$ cat config.mk
export PLATFORM = sky130hd
export DESIGN_NAME = ann_output_classifier_flat
export DESIGN_NICKNAME = d
export VERILOG_FILES = /design/src/rtl/ann_pkg.sv /design/src/rtl/ann_output_classifier_if.sv /design/src/rtl/ann_output_classifier_seg7_encoder.sv /design/src/rtl/ann_output_classifier.sv /design/src/flat_wrapper.sv
export SDC_FILE = /design/constraint.sdc
export NUM_CORES = 1
export LEC_CHECK = 0
export ABC_CLOCK_PERIOD_IN_PS = 8000
export CAP_MARGIN = 20
export CORE_MARGIN = 4
export CORE_UTILIZATION = 49
export CTS_BUF_LIST = sky130_fd_sc_hd__clkbuf_8 sky130_fd_sc_hd__clkbuf_16
export CTS_CLUSTER_DIAMETER = 200
export DETAILED_ROUTE_END_ITERATION = 8
export GPL_ROUTABILITY_DRIVEN = 0
export PLACE_DENSITY_LB_ADDON = 0.1
export SLEW_MARGIN = 20
export SYNTH_ARGS = -nofsm -noshare
export SYNTH_HDL_FRONTEND = slang
export SYNTH_HIERARCHICAL = 1
export SYNTH_SLANG_ARGS = --single-unit
$ cat constraint.sdc
create_clock -name clk -period 8 [get_ports clk]
set_clock_uncertainty 0.1 [all_clocks]
set_input_delay 2 -clock clk [delete_from_list [all_inputs] [get_ports clk]]
set_output_delay 2 -clock clk [all_outputs]
set_load 0.02 [all_outputs]
$ cat src/rtl/ann_pkg.sv
// Shared types and constants for the ANN output classifier.
// Holds the FSM state type, the 7-segment glyph table and the default confidence margin.
package ann_pkg;

    typedef enum logic [1:0] {
        IDLE = 2'd0,
        SCAN = 2'd1,
        DONE = 2'd2
    } cls_state_t;

    // Segment glyphs, bit order {g,f,e,d,c,b,a}, active-high
    localparam logic [6:0] SEG_0 = 7'h3F;
    localparam logic [6:0] SEG_1 = 7'h06;
    localparam logic [6:0] SEG_2 = 7'h5B;
    localparam logic [6:0] SEG_3 = 7'h4F;
    localparam logic [6:0] SEG_4 = 7'h66;
    localparam logic [6:0] SEG_5 = 7'h6D;
    localparam logic [6:0] SEG_6 = 7'h7D;
    localparam logic [6:0] SEG_7 = 7'h07;
    localparam logic [6:0] SEG_8 = 7'h7F;
    localparam logic [6:0] SEG_9 = 7'h6F;
    localparam logic [6:0] SEG_A = 7'h77;
    localparam logic [6:0] SEG_B = 7'h7C;
    localparam logic [6:0] SEG_C = 7'h39;
    localparam logic [6:0] SEG_D = 7'h5E;
    localparam logic [6:0] SEG_E = 7'h79;
    localparam logic [6:0] SEG_F = 7'h71;

    localparam logic [15:0] MARGIN_DEF = 16'h0040;

endpackage

$ cat src/rtl/ann_output_classifier_if.sv
// Handshake/result bundle between the ANN core, the classifier and the display side.
interface ann_output_classifier_if #(
    parameter int unsigned NUM_CLASSES = 10,
    parameter int unsigned DATA_W      = 16
);
    logic                                done_processing;
    logic [NUM_CLASSES-1:0][DATA_W-1:0]  scores;
    logic                                busy;
    logic                                result_valid;
    logic [3:0]                          digit;
    logic                                low_conf;
    logic [7:0]                          seven_seg;

    modport master (
        output done_processing, scores,
        input  busy, result_valid, digit, low_conf, seven_seg
    );

    modport slave (
        input  done_processing, scores,
        output busy, result_valid, digit, low_conf, seven_seg
    );
endinterface

$ cat src/rtl/ann_output_classifier_seg7_encoder.sv
// Combinational hex digit to 7-segment glyph lookup.
module seg7_encoder
    import ann_pkg::*;
(
    input  logic [3:0] digit_i,
    output logic [6:0] seg_c_o
);

    always_comb begin
        seg_c_o = SEG_0;
        case (digit_i)
            4'h0: seg_c_o = SEG_0;
            4'h1: seg_c_o = SEG_1;
            4'h2: seg_c_o = SEG_2;
            4'h3: seg_c_o = SEG_3;
            4'h4: seg_c_o = SEG_4;
            4'h5: seg_c_o = SEG_5;
            4'h6: seg_c_o = SEG_6;
            4'h7: seg_c_o = SEG_7;
            4'h8: seg_c_o = SEG_8;
            4'h9: seg_c_o = SEG_9;
            4'hA: seg_c_o = SEG_A;
            4'hB: seg_c_o = SEG_B;
            4'hC: seg_c_o = SEG_C;
            4'hD: seg_c_o = SEG_D;
            4'hE: seg_c_o = SEG_E;
            4'hF: seg_c_o = SEG_F;
        endcase
    end

endmodule

$ cat src/rtl/ann_output_classifier.sv
// Snapshots the final-layer scores on a done rising edge, scans them serially for
// argmax and runner-up, then registers the class digit, confidence flag and display.
module ann_output_classifier
    import ann_pkg::*;
#(
    parameter int unsigned       NUM_CLASSES = 10,
    parameter int unsigned       DATA_W      = 16,
    parameter logic [DATA_W-1:0] MARGIN      = DATA_W'(MARGIN_DEF)
) (
    input  logic                    clk,
    input  logic                    rst,
    ann_output_classifier_if.slave  bus
);

    localparam int unsigned          IDX_W    = 4;
    localparam logic [IDX_W-1:0]     LAST_IDX = IDX_W'(NUM_CLASSES - 1);
    localparam logic [DATA_W-1:0]    MIN_VAL  = {1'b1, {(DATA_W-1){1'b0}}};

    typedef logic [NUM_CLASSES-1:0][DATA_W-1:0] snap_t;

    cls_state_t                 state_q, state_d;
    logic                       done_q, done_d;
    logic                       armed_q, armed_d;
    snap_t                      snap_q, snap_d;
    logic [IDX_W-1:0]           idx_q, idx_d;
    logic signed [DATA_W-1:0]   best_q, best_d;
    logic signed [DATA_W-1:0]   second_q, second_d;
    logic [3:0]                 best_idx_q, best_idx_d;
    logic                       busy_q, busy_d;
    logic                       valid_q, valid_d;
    logic [3:0]                 digit_q, digit_d;
    logic                       low_conf_q, low_conf_d;
    logic [7:0]                 seg_q, seg_d;

    logic                       start_c;
    logic signed [DATA_W-1:0]   cur_c;
    logic [DATA_W:0]            diff_c;
    logic                       low_conf_c;
    logic [6:0]                 glyph_c;

    seg7_encoder u_seg7 (
        .digit_i (best_idx_q),
        .seg_c_o (glyph_c)
    );

    // armed_q blocks a start until done has been seen low since reset,
    // so a level held high across reset never launches a classification.
    assign start_c    = bus.done_processing & ~done_q & armed_q;
    assign cur_c      = snap_q[idx_q];
    assign diff_c     = {best_q[DATA_W-1], best_q} - {second_q[DATA_W-1], second_q};
    assign low_conf_c = (diff_c < {1'b0, MARGIN});

    always_comb begin
        state_d    = state_q;
        done_d     = bus.done_processing;
        armed_d    = armed_q | ~bus.done_processing;
        snap_d     = snap_q;
        idx_d      = idx_q;
        best_d     = best_q;
        second_d   = second_q;
        best_idx_d = best_idx_q;
        valid_d    = 1'b0;
        digit_d    = digit_q;
        low_conf_d = low_conf_q;
        seg_d      = seg_q;

        case (state_q)
            IDLE: begin
                if (start_c) begin
                    snap_d     = bus.scores;
                    idx_d      = '0;
                    best_d     = MIN_VAL;
                    second_d   = MIN_VAL;
                    best_idx_d = '0;
                    state_d    = SCAN;
                end
            end
            SCAN: begin
                // Strict compares keep the lowest index on ties
                if (cur_c > best_q) begin
                    second_d   = best_q;
                    best_d     = cur_c;
                    best_idx_d = 4'(idx_q);
                end else if (cur_c > second_q) begin
                    second_d = cur_c;
                end
                if (idx_q == LAST_IDX) begin
                    state_d = DONE;
                end else begin
                    idx_d = idx_q + IDX_W'(1);
                end
            end
            DONE: begin
                digit_d    = best_idx_q;
                low_conf_d = low_conf_c;
                seg_d      = {low_conf_c, glyph_c};
                valid_d    = 1'b1;
                state_d    = IDLE;
            end
            default: state_d = IDLE;
        endcase

        busy_d = (state_d != IDLE);
    end

    always_ff @(posedge clk or posedge rst) begin
        if (rst) begin
            state_q    <= IDLE;
            done_q     <= 1'b0;
            armed_q    <= 1'b0;
            snap_q     <= '0;
            idx_q      <= '0;
            best_q     <= '0;
            second_q   <= '0;
            best_idx_q <= '0;
            busy_q     <= 1'b0;
            valid_q    <= 1'b0;
            digit_q    <= '0;
            low_conf_q <= 1'b0;
            seg_q      <= '0;
        end else begin
            state_q    <= state_d;
            done_q     <= done_d;
            armed_q    <= armed_d;
            snap_q     <= snap_d;
            idx_q      <= idx_d;
            best_q     <= best_d;
            second_q   <= second_d;
            best_idx_q <= best_idx_d;
            busy_q     <= busy_d;
            valid_q    <= valid_d;
            digit_q    <= digit_d;
            low_conf_q <= low_conf_d;
            seg_q      <= seg_d;
        end
    end

    assign bus.busy         = busy_q;
    assign bus.result_valid = valid_q;
    assign bus.digit        = digit_q;
    assign bus.low_conf     = low_conf_q;
    assign bus.seven_seg    = seg_q;

endmodule

$ cat src/flat_wrapper.sv
// flat-port wrapper written by rule: the top's interface ports become plain ports
module ann_output_classifier_flat import ann_pkg::*;
#(
    parameter int unsigned       NUM_CLASSES = 10,
    parameter int unsigned       DATA_W      = 16,
    parameter logic [DATA_W-1:0] MARGIN      = DATA_W'(MARGIN_DEF)
)
  (clk, rst, bus_done_processing, bus_scores, bus_busy, bus_result_valid, bus_digit, bus_low_conf, bus_seven_seg);
  ann_output_classifier_if #(.NUM_CLASSES(NUM_CLASSES), .DATA_W(DATA_W)) bus_i ();
  input  logic clk;
  input  logic rst;
  input wire logic [$bits(bus_i.done_processing)-1:0] bus_done_processing;
  input wire logic [$bits(bus_i.scores)-1:0] bus_scores;
  output wire logic [$bits(bus_i.busy)-1:0] bus_busy;
  output wire logic [$bits(bus_i.result_valid)-1:0] bus_result_valid;
  output wire logic [$bits(bus_i.digit)-1:0] bus_digit;
  output wire logic [$bits(bus_i.low_conf)-1:0] bus_low_conf;
  output wire logic [$bits(bus_i.seven_seg)-1:0] bus_seven_seg;
  assign bus_i.done_processing = bus_done_processing;
  assign bus_i.scores = bus_scores;
  assign bus_busy = bus_i.busy;
  assign bus_result_valid = bus_i.result_valid;
  assign bus_digit = bus_i.digit;
  assign bus_low_conf = bus_i.low_conf;
  assign bus_seven_seg = bus_i.seven_seg;
  ann_output_classifier #(.NUM_CLASSES(NUM_CLASSES), .DATA_W(DATA_W), .MARGIN(MARGIN)) u_core (.clk(clk), .rst(rst), .bus(bus_i));
endmodule
[Word level (Yosys, flattened, before mapping)]
Memories as Yosys holds them, arrays and structs flattened. A register that Yosys moved wholly into a read port is not among the register bits.
Index checks and enable logic that the tools add are counted.
Widths: inputs -> output; s select.
Word-level totals
  input port bits: 163
  flip-flop bits (word level): 219
  word-level logic and storage cells: 65
  memory bits (read-only): 112
  memories kept: 1
  output and inout port bits: 15
Memories
  (no name shown): words 16, bits a word 7, rd ports 1, clocked after memory_dff 1, wr ports 0, line ann_output_classifier_seg7_encoder.sv:11  | case (digit_i)
Operators by class
  equality and inequality tests: 7
  multiplexer cells: 17
  $lt $le $gt $ge: 4
  bitwise operators: 5
  reductions and logical operators: 7
  add/subtract/negate cells: 2
Operators by type and width (count)
  $mux 16: 5
  $bmux 16 s4: 1
  $pmux 16 s2: 2
  $gt 16x16->1: 2
  $lt 17x7->1 const B: 1
  $sub 16x16->17: 1
  $pmux 4 s2: 2
  $mux 4: 3
  $reduce_and 3->1: 3
  $lt 4x5->1 const B: 1
  $add 4x1->4 const B: 1
  $eq 4x4->1 const B: 1
  $mux 2: 2
  $ne 2x1->1 const B: 2
  $pmux 2 s2: 1
  $reduce_bool 2->1: 2
  $ne 3x1->1 const B: 1
  $and 1x1->1: 2
  $eq 2x1->1 const B: 1
  $eq 2x2->1 const B: 1
  $logic_not 2->1: 1
  $ne 2x2->1 const B: 1
  $not 1->1: 2
  $reduce_and 2->1: 1
  other kinds (2): 2

[Logic depth before layout (Yosys ltp)]
Gate-level depths: netlist (run 1).
  word-level depth: 6
  depth in mapped cells: 16

[By module]
Netlist (run 1), hierarchy kept.
By module, submodules not included
  ann_output_classifier: cells an instance 1204, area an instance 11223.3 um2, seq. area each 5455.2 um2, instances 1
  seg7_encoder: cells an instance 33, area an instance 286.5 um2, seq. area each 0.0 um2, instances 1

[Worst setup path after synthesis (run 1)]
OpenSTA, ideal clock, no wires.
  kind: reg2reg
  start: register u_core.idx_q[1]
  end: register u_core.second_q[0]
  library setup time: 0.125 ns
  arrival time: 3.563 ns
  slack: 4.212 ns
  stages on the path, launching flop included: 16
  cells stage by stage: dfrtp_1 buf_2 buf_2 buf_1 mux4_2 o2bb2ai_1 ha_1 nor2b_1 o211a_1 o21ai_2 a311oi_2 nor3b_2 o31a_1 buf_6 buf_6 mux2_4
Between the ends
  cells in the longest elaborated chain, start to end: 5
  elaborated cells on any way between the ends: 9
  those cells by class: order compare (2); eq/ne (1); mux (5); reduce/logical (1)
Ends and longest elaborated chain
  start: declaration: line ann_output_classifier.sv:25  | logic [IDX_W-1:0] idx_q, idx_d;
  start signal: assignment: line ann_output_classifier.sv:126  | idx_q <= idx_d;
  $bmux 16 s4 (*): line ann_output_classifier.sv:49  | assign cur_c = snap_q[idx_q];
  $mux 16 (implied by the code) (*): line ann_output_classifier.sv:49
  $gt 16x16->1, or another cell as far along: line ann_output_classifier.sv:84  | end else if (cur_c > second_q) begin
  $ne 3x1->1 (no source line) / $mux 16 (equally long branches)
  $reduce_and 3->1 (no source line) / $pmux 16 s2 (equally long branches)
  end signal: assignment: line ann_output_classifier.sv:128  | second_q <= second_d;
  end: declaration: line ann_output_classifier.sv:27  | logic signed [DATA_W-1:0] second_q, second_d;
Every way passes the cells marked *; elsewhere a longest branch is shown, timed or not. The select of a mux whose other input is x is not followed.
A chain may end at the register's enable or synchronous reset.

[Worst setup path after layout (run 1)]
  start: register u_core.idx_q[1]
  end: register u_core.second_q[9]
Same word-level chain as after synthesis.

==> out/metrics.yaml, run 1 <==
run_status:
  status: "finished clean"
layout:
  syn_to_final_growth_pct: 24.2
  drive_gt1_share_pct: 9.46
  final_nets: 1598
  final_util_pct: 62.5
  final.fill_count: 1955
  insertedDiodeCount: 0
routing:
  viasPerCell: 5.27
  route.detailed.drc: 0
  dr.pass1.iters: 5
  vias: 9001
  wire_per_inst_um: 17.4
  drt-initial-drc-count: 698
  wl_um: 29800
  ant_nets: 0
die:
  rows: 55
  core_area_mm2: 0.0228
  boundaryPins: 178
  die_w_um: 161
  die-height_um: 161
  design.die.area_mm2: 0.0260
  start_util_pct: 50.4
global_route:
  grt_pass1_wl_um: 48200
  grt_pass1_vias: 9204
  gr-usage-all-layers_pct: 22.9
  antenna_found_initial: 0
  gr-total-overflow: 0
  grt_max_degree: 141
clocking:
  cts_tree: "done"
  cts_buffers: 24
  htreeDepth: 1
  cts_resized: 0
  clk_latency_ns: 0.53
  cts_setup_buffers: 0
  cts_hold_buffers: 0
  clk_path_buf_depth: 3
  clkTransAtPathRegs_ns: 0.06
  cts_root_buffer: "clkbuf_16"
  cts.sinks: 218
job:
  drv_cap: 0
timing:
  rsz0062_at_grt: "false"
  slew_violations: 0
  hold_viol_final: 0
  slew_headroom_pct: 29.0
  period_share_pct: 69.5
  worstMarginPinSlew_ns: 1.06
  post-route-min-period_ns: 5.56
  finalSetupTns_ns: 0
  setup_violations: 0
  fmax_mhz: 180
synthesis:
  synth_area_per_cell_um2: 9.30
  synthAdderAreaFrac_pct: 6.09
  synth.area.mux_share_pct: 13.2
  syn_nets: 1456
  synth_flop_cell: "dfrtp_1"
  synth_top_family_by_area: "simple AND/OR/NAND/NOR gates"
  syn_area_mm2: 0.0115
  yosysSeqAreaShare_pct: 47.4
  synth-simple-area-share_pct: 21.6
  synth_xor_xnor_area_share_pct: 0.304
  ys_types: 60
  ys_warn_count: 6
  synth-async-reset-ratio_pct: 100
  synth_compound_area_share_pct: 7.22
  synth-seq-cells: 218
  syn_inst: 1237
  synth_edf_count: 0
hold_path:
  hold_depth: 2
  hold_path.class: "register to register"
critical_path:
  crit_path_max_incr_delay_ns: 0.97
  cp.depth: 12
  path_class: "register to register"
  crit_arrival_ns: 5.87
  crit_required_ns: 8.31
  critPathMostFrequentCell: "nor2_1"
  critPathBufInv: 1
  crit_chain: "nor2_1, a22oi_1, o2bb2ai_1, ha_1, nand4_1, nor2_1, a21oi_1, a311oi_2, nor3b_4, buf_4, o31a_1, mux2_2"
  cp_max_fo: 40
  critPathSlowestCell: "nor2_1"
  rrSetupSlack_ns: 2.44
  startpoint_type: "register"
  worstRegToRegCells: 12
  end_kind: "register"
  cp_top_family: "compound AO/OA/AOI/OAI gates"
placement:
  hpwl_um: 21300
  io_buffers: 177
power:
  p_leak_uw: 0.00686
  peakVddDrop_v: 0.000331
  cellPowerDensity_mw_per_mm2: 452
-- worst register-to-register path, stage by stage (launching register included) --
cell and delay (ns):
dfrtp_2 0.76, nor2_1 0.98, a22oi_1 0.24, o2bb2ai_1 0.39, ha_1 0.34, nand4_1 0.20
nor2_1 0.07, a21oi_1 0.31, a311oi_2 0.20, nor3b_4 0.18, buf_4 0.37, o31a_1 0.89
mux2_2 0.42
-- registers in the layout (all words and copies together), names as in the netlist --
name,cells
u_core/idx_q,4
u_core/bus.busy,1
u_core/snap_q,160
u_core/armed_q,1
u_core/best_q,16
u_core/second_q,16
u_core/state_q,2
u_core/bus.seven_seg,7
u_core/bus.digit,4
u_core/bus.low_conf,1
u_core/bus.result_valid,1
u_core/done_q,1
u_core/best_idx_q,4
-- routing by layer --
metal,track usage (%),wire length (um)
met3,3.47,1660
met2,36.7,13700
met1,33.0,13600
met4,5.74,762
met5,0,0
-- cells in the mapped netlist, drive strengths merged, types with 8 or more instances --
library cell | number | share of area (%)
clkbuf | 41 | 1.3
o2bb2ai | 15 | 1.1
nand4 | 11 | 0.65
mux2 | 47 | 4.9
nand2b | 8 | 0.43
a22oi | 19 | 1.2
a21oi | 24 | 1.0
nor2b | 8 | 0.43
dfrtp | 218 | 47
ha | 56 | 6.1
a21o | 8 | 0.53
nand2 | 544 | 18
mux4 | 33 | 6.5
mux2i | 21 | 1.8
o21ai | 29 | 1.3
inv | 43 | 1.4
buf | 30 | 1.4
nor2 | 22 | 0.72
-- cell families after synthesis --
| family | after synthesis |
|---|---|
| flip-flops | 218 |
| multiplexers | 101 |
| adder cells (fa/ha/maj) | 56 |
| AO/OA/AOI/OAI | 123 |
| AND/OR/NAND/NOR | 621 |
| buffers and inverters | 114 |
| XOR/XNOR | 4 |
-- per-stage QoR --
stage               instance area (um2)  hold WS (ns)  total power, uW  std cells  setup slack (ns)
CTS                               14300         0.372             6470       1709              2.44
detailed placement                13500         0.355             5310       1666              2.52
finish                            14300         0.370             6450       1709              2.44
global route                      14300         0.386             6960       1709              1.93
floorplan                         11500         0.335             4470       1237              3.06
global placement                  13500         0.353             5210       1666              2.65
-- path summary, 6_finish.rpt --
| kind | from | to |
|---|---|---|
| min | u_core/snap_q[115]$_DFFE_PP0P_ | u_core/snap_q[115]$_DFFE_PP0P_ |
| min reg2reg | u_core/snap_q[115]$_DFFE_PP0P_ | u_core/snap_q[115]$_DFFE_PP0P_ |
| max reg2reg | u_core/idx_q[1]$_DFFE_PP0P_ | u_core/second_q[9]$_DFFE_PP0P_ |
| min in group asynchronous | rst | u_core/bus.result_valid$_DFF_PP0_ |
| max in group asynchronous | rst | u_core/snap_q[31]$_DFFE_PP0P_ |
| max | u_core/idx_q[1]$_DFFE_PP0P_ | u_core/second_q[9]$_DFFE_PP0P_ |
-- layout make-up --
type                       instances  area (um2)  share of cell area [%]
sequential                       218        5460                    38.2
multi-input combinational        905        5590                    39.1
timing repair buffer             187        1860                    13.0
inverter                          43         165                    1.16
tap                              313         392                    2.74
clock buffer                      28         656                    4.59
clock inverter                    15         166                    1.16
-- placed cells by master (no fill, tap or decap), types with 22 or more instances in the layout --
cell	Yosys	layout
nand2_1	544	544
dfrtp_1	218	216
clkdlybuf4s50_1	0	177
ha_1	56	56
inv_1	43	49
mux4_2	32	32
mux2_2	31	31
clkbuf_16	0	24
a21oi_1	24	24
nor2_1	22	22
-- power by group --
group          leakage (uW)  internal [uW]  total, uW  switching (uW)
registers           0.00272           1590       1960             373
logic               0.00372           1540       3370            1830
clock network      0.000431            681       1130             447
total               0.00686           3810       6450            2650
Power figures use the tool's default switching activity.
==> inputs of run 2 (changes only) <==
--- a/config.mk
+++ b/config.mk
@@ -5,7 +5,7 @@
 export SDC_FILE = /design/constraint.sdc
 export NUM_CORES = 1
 export LEC_CHECK = 0
-export ABC_CLOCK_PERIOD_IN_PS = 8000
+export ABC_CLOCK_PERIOD_IN_PS = 4800
 export CAP_MARGIN = 20
 export CORE_MARGIN = 4
 export CORE_UTILIZATION = 49
==> constraint.sdc (replaced) <==
create_clock -name clk -period 4.8 [get_ports clk]
set_clock_uncertainty 0.1 [all_clocks]
set_input_delay 1.2 -clock clk [delete_from_list [all_inputs] [get_ports clk]]
set_output_delay 1.2 -clock clk [all_outputs]
set_load 0.02 [all_outputs]
==> run 2 against run 1 <==
  * Routed wire length up 2.9%
  * Sequential power up 66%
  * Global-route usage increased by 0.61 points
  * Cell count up 0.64%
  * Hold slack lost 0.0016 ns
  * Die area unchanged
  * First-iteration DRC count grew 6.6%
  * Register-to-register slack worse by 1.9 ns
  * Combinational power increased by 70%
  * Critical path depth unchanged
  * Flip-flop and latch count stayed put
  * Largest cell class unchanged
==> out/metrics.yaml, run 2 (same netlist as run 1, synthesis figures left out) <==
run_status:
  status: "finished clean"
timing:
  post-route-min-period_ns: 4.27  # -1.29 ns
  finalSetupTns_ns: 0  # unchanged
  worstMarginPinSlew_ns: 0.940  # -0.121 ns
  fmax_mhz: 234  # +30%
  slew_violations: 0  # unchanged
  setup_ws_ns: 0.526  # -1.91 ns
  rsz0062_at_grt: "false"
  period_share_pct: 89.0  # +20 points
  slew_headroom_pct: 37.3  # +8.4 points
  hold_viol_final: 0  # unchanged
  setup_violations: 0  # unchanged
die:
  design.die.area_mm2: 0.0260  # unchanged
  rows: 55  # unchanged
  core_area_mm2: 0.0228  # unchanged
  boundaryPins: 178  # unchanged
  start_util_pct: 50.4  # unchanged
  die-height_um: 161  # unchanged
  die_w_um: 161  # unchanged
critical_path:
  critPathSlowestCell: "dfrtp_2"
  crit_required_ns: 5.10  # -3.21 ns
  path_class: "register to register"
  startpoint_type: "register"
  crit_chain: "mux4_2, a22oi_1, o2bb2ai_1, ha_1, a21oi_1, o21ai_1, a21oi_1, a311oi_2, nor3b_4, o31a_1, buf_4, mux2_2"
  cp_max_fo: 19  # -53%
  end_kind: "register"
  crit_arrival_ns: 4.57  # -1.30 ns
  crit_path_max_incr_delay_ns: 0.75  # -0.22 ns
  critPathMostFrequentCell: "a21oi_1"
layout:
  largest_reg_flops: 160  # unchanged
  final.fill_count: 1973  # +0.92%
  insertedDiodeCount: 0  # unchanged
  seq_area_mm2: 0.00546  # unchanged
  final_nets: 1608  # +0.63%
  final_cell_mix: "nand2_1, dfrtp_1, clkdlybuf4s50_1"
  drive_gt1_share_pct: 10.4  # +0.92 points
  multi_input_area_mm2: 0.00559  # unchanged
  mostFrequentLayoutCell: "nand2_1"
  regMostFlops: "u_core/snap_q"
  top_regs: "u_core/snap_q (160), u_core/best_q (16), u_core/second_q (16)"
  syn_to_final_growth_pct: 25.4
clocking:
  cts_tree: "done"
  cts_resized: 0  # unchanged
  clkTransAtPathRegs_ns: 0.06  # about the same
  cts_setup_buffers: 0  # unchanged
  clk_path_buf_depth: 3  # unchanged
  cts_buffers: 24  # unchanged
  cts_root_buffer: "clkbuf_16"
  htreeDepth: 1  # unchanged
  cts.sinks: 218  # unchanged
  cts_hold_buffers: 0  # unchanged
  clk_latency_ns: 0.52  # about the same
global_route:
  grt_pass1_vias: 8996  # -2.3%
  grt_max_degree: 109  # -23%
  antenna_found_initial: 1  # +1
  grt_pass1_wl_um: 49300  # +2.3%
  gr-usage-all-layers_pct: 23.5  # +0.61 points
  gr-total-overflow: 0  # unchanged
power:
  switchingPower_uw: 4460  # +68%
  seq_power_share_pct: 29.9  # -0.5 points
  p_int_uw: 6440  # +69%
  combPwrFrac_pct: 52.6  # +0.5 points
  cellPowerDensity_mw_per_mm2: 755  # +67%
  clkPwrFrac_pct: 17.4  # about the same
  peakVddDrop_v: 0.000589  # +78%
  swShare_pct: 40.9  # -0.10 points
  p_leak_uw: 0.00693  # +0.96%
placement:
  pre_cts_ws_ns: 0.608  # -1.91 ns
  io_buffers: 177  # unchanged
  hpwl_um: 22700  # +6.3%
routing:
  wire_per_inst_um: 17.8  # +2.3%
  route.detailed.drc: 0  # unchanged
  drt-initial-drc-count: 744  # +6.6%
  dr.pass1.iters: 5  # unchanged
  viasPerCell: 5.35  # +1.7%
  ant_nets: 0  # unchanged
  vias: 9210  # +2.3%
  wl_um: 30600  # +2.9%
job:
  drv_cap: 0  # unchanged
hold_path:
  hold_path.class: "register to register"
==> run 2: cell types whose count changed in the layout (fill, tap and decap cells not counted) <==
cell | previous run | this run
clkinv_16 | 1 | 0
buf_12 | 1 | 5
clkinv_8 | 0 | 1
bufinv_16 | 3 | 2
buf_4 | 9 | 15
inv_6 | 0 | 1
clkbuf_8 | 4 | 9
inv_1 | 49 | 46
clkinv_2 | 4 | 3
==> run 2: power by group through the flow <==
stage	Sequential (uW)	Combinational, uW	Clock (uW)
after detailed placement	3270	5690	0
final	3260	5740	1900
after global placement	3280	5520	0
after floorplan	3020	4440	0
after CTS	3260	5720	1930
after global routing	3360	6330	2020
==> run 2: layout make-up <==
type	instances	area share [%]
Tap cell	313	2.71
Clock inverter	11	0.798
Timing Repair Buffer	197	13.7
Sequential cell	218	37.8
Clock buffer	33	5.02
Inverter	43	1.14
Multi-Input combinational cell	905	38.8
==> run 2: final timing paths <==
kind / slack [ns] / from / to / cells past startpoint
worst min register to register: 0.37 / u_core/snap_q[100]$_DFFE_PP0P_ / u_core/snap_q[100]$_DFFE_PP0P_ / 2
worst min-delay path: 0.37 / u_core/snap_q[100]$_DFFE_PP0P_ / u_core/snap_q[100]$_DFFE_PP0P_ / 2
worst max register to register: 0.53 / u_core/idx_q[1]$_DFFE_PP0P_ / u_core/second_q[9]$_DFFE_PP0P_ / 12
max in group asynchronous: 2.50 / rst / u_core/snap_q[109]$_DFFE_PP0P_ / 3
worst max-delay path: 0.53 / u_core/idx_q[1]$_DFFE_PP0P_ / u_core/second_q[9]$_DFFE_PP0P_ / 12
min in group asynchronous: 1.08 / rst / u_core/snap_q[149]$_DFFE_PP0P_ / 2
==> run 2: metal layers <==
layer | global-route usage [%] | routed length, um
met1 | 35.7 | 14200
met2 | 35.9 | 14100
met4 | 5.20 | 584
met5 | 0 | 7
met3 | 3.55 | 1820
==> run 2: critical path, delay by kind of cell, from the launching register on <==
kind | cells | cell delay (ns)
adders and majority gates | 1 | 0.35
DFF | 1 | 0.75
buffers and inverters | 1 | 0.28
muxes | 2 | 0.98
and+or+nand+nor | 1 | 0.20
AOI/OAI and AO/OA | 7 | 1.46
==> run 2: metrics by stage <==
step / instance area (um2) / power, uW / cells / util (%) / hold slack [ns]
finish: 14400 / 10900 / 1720 / 63.2 / 0.368
detailed placement: 13600 / 8960 / 1676 / 59.5 / 0.358
floorplan: 11500 / 7460 / 1237 / - / 0.335
global route: 14400 / 11700 / 1720 / 63.2 / 0.391
CTS: 14400 / 10900 / 1720 / 63.2 / 0.373
global placement: 13600 / 8800 / 1676 / 59.5 / 0.353
==> inputs of run 3 (changes only) <==
--- a/config.mk
+++ b/config.mk
@@ -14,6 +14,7 @@
 export DETAILED_ROUTE_END_ITERATION = 8
 export GPL_ROUTABILITY_DRIVEN = 0
 export PLACE_DENSITY_LB_ADDON = 0.1
+export SKIP_LAST_GASP = 1
 export SLEW_MARGIN = 20
 export SYNTH_ARGS = -nofsm -noshare
 export SYNTH_HDL_FRONTEND = slang
==> results of run 3 <==
Same layout as run 2: the final DEF is identical, and so are final timing and power.
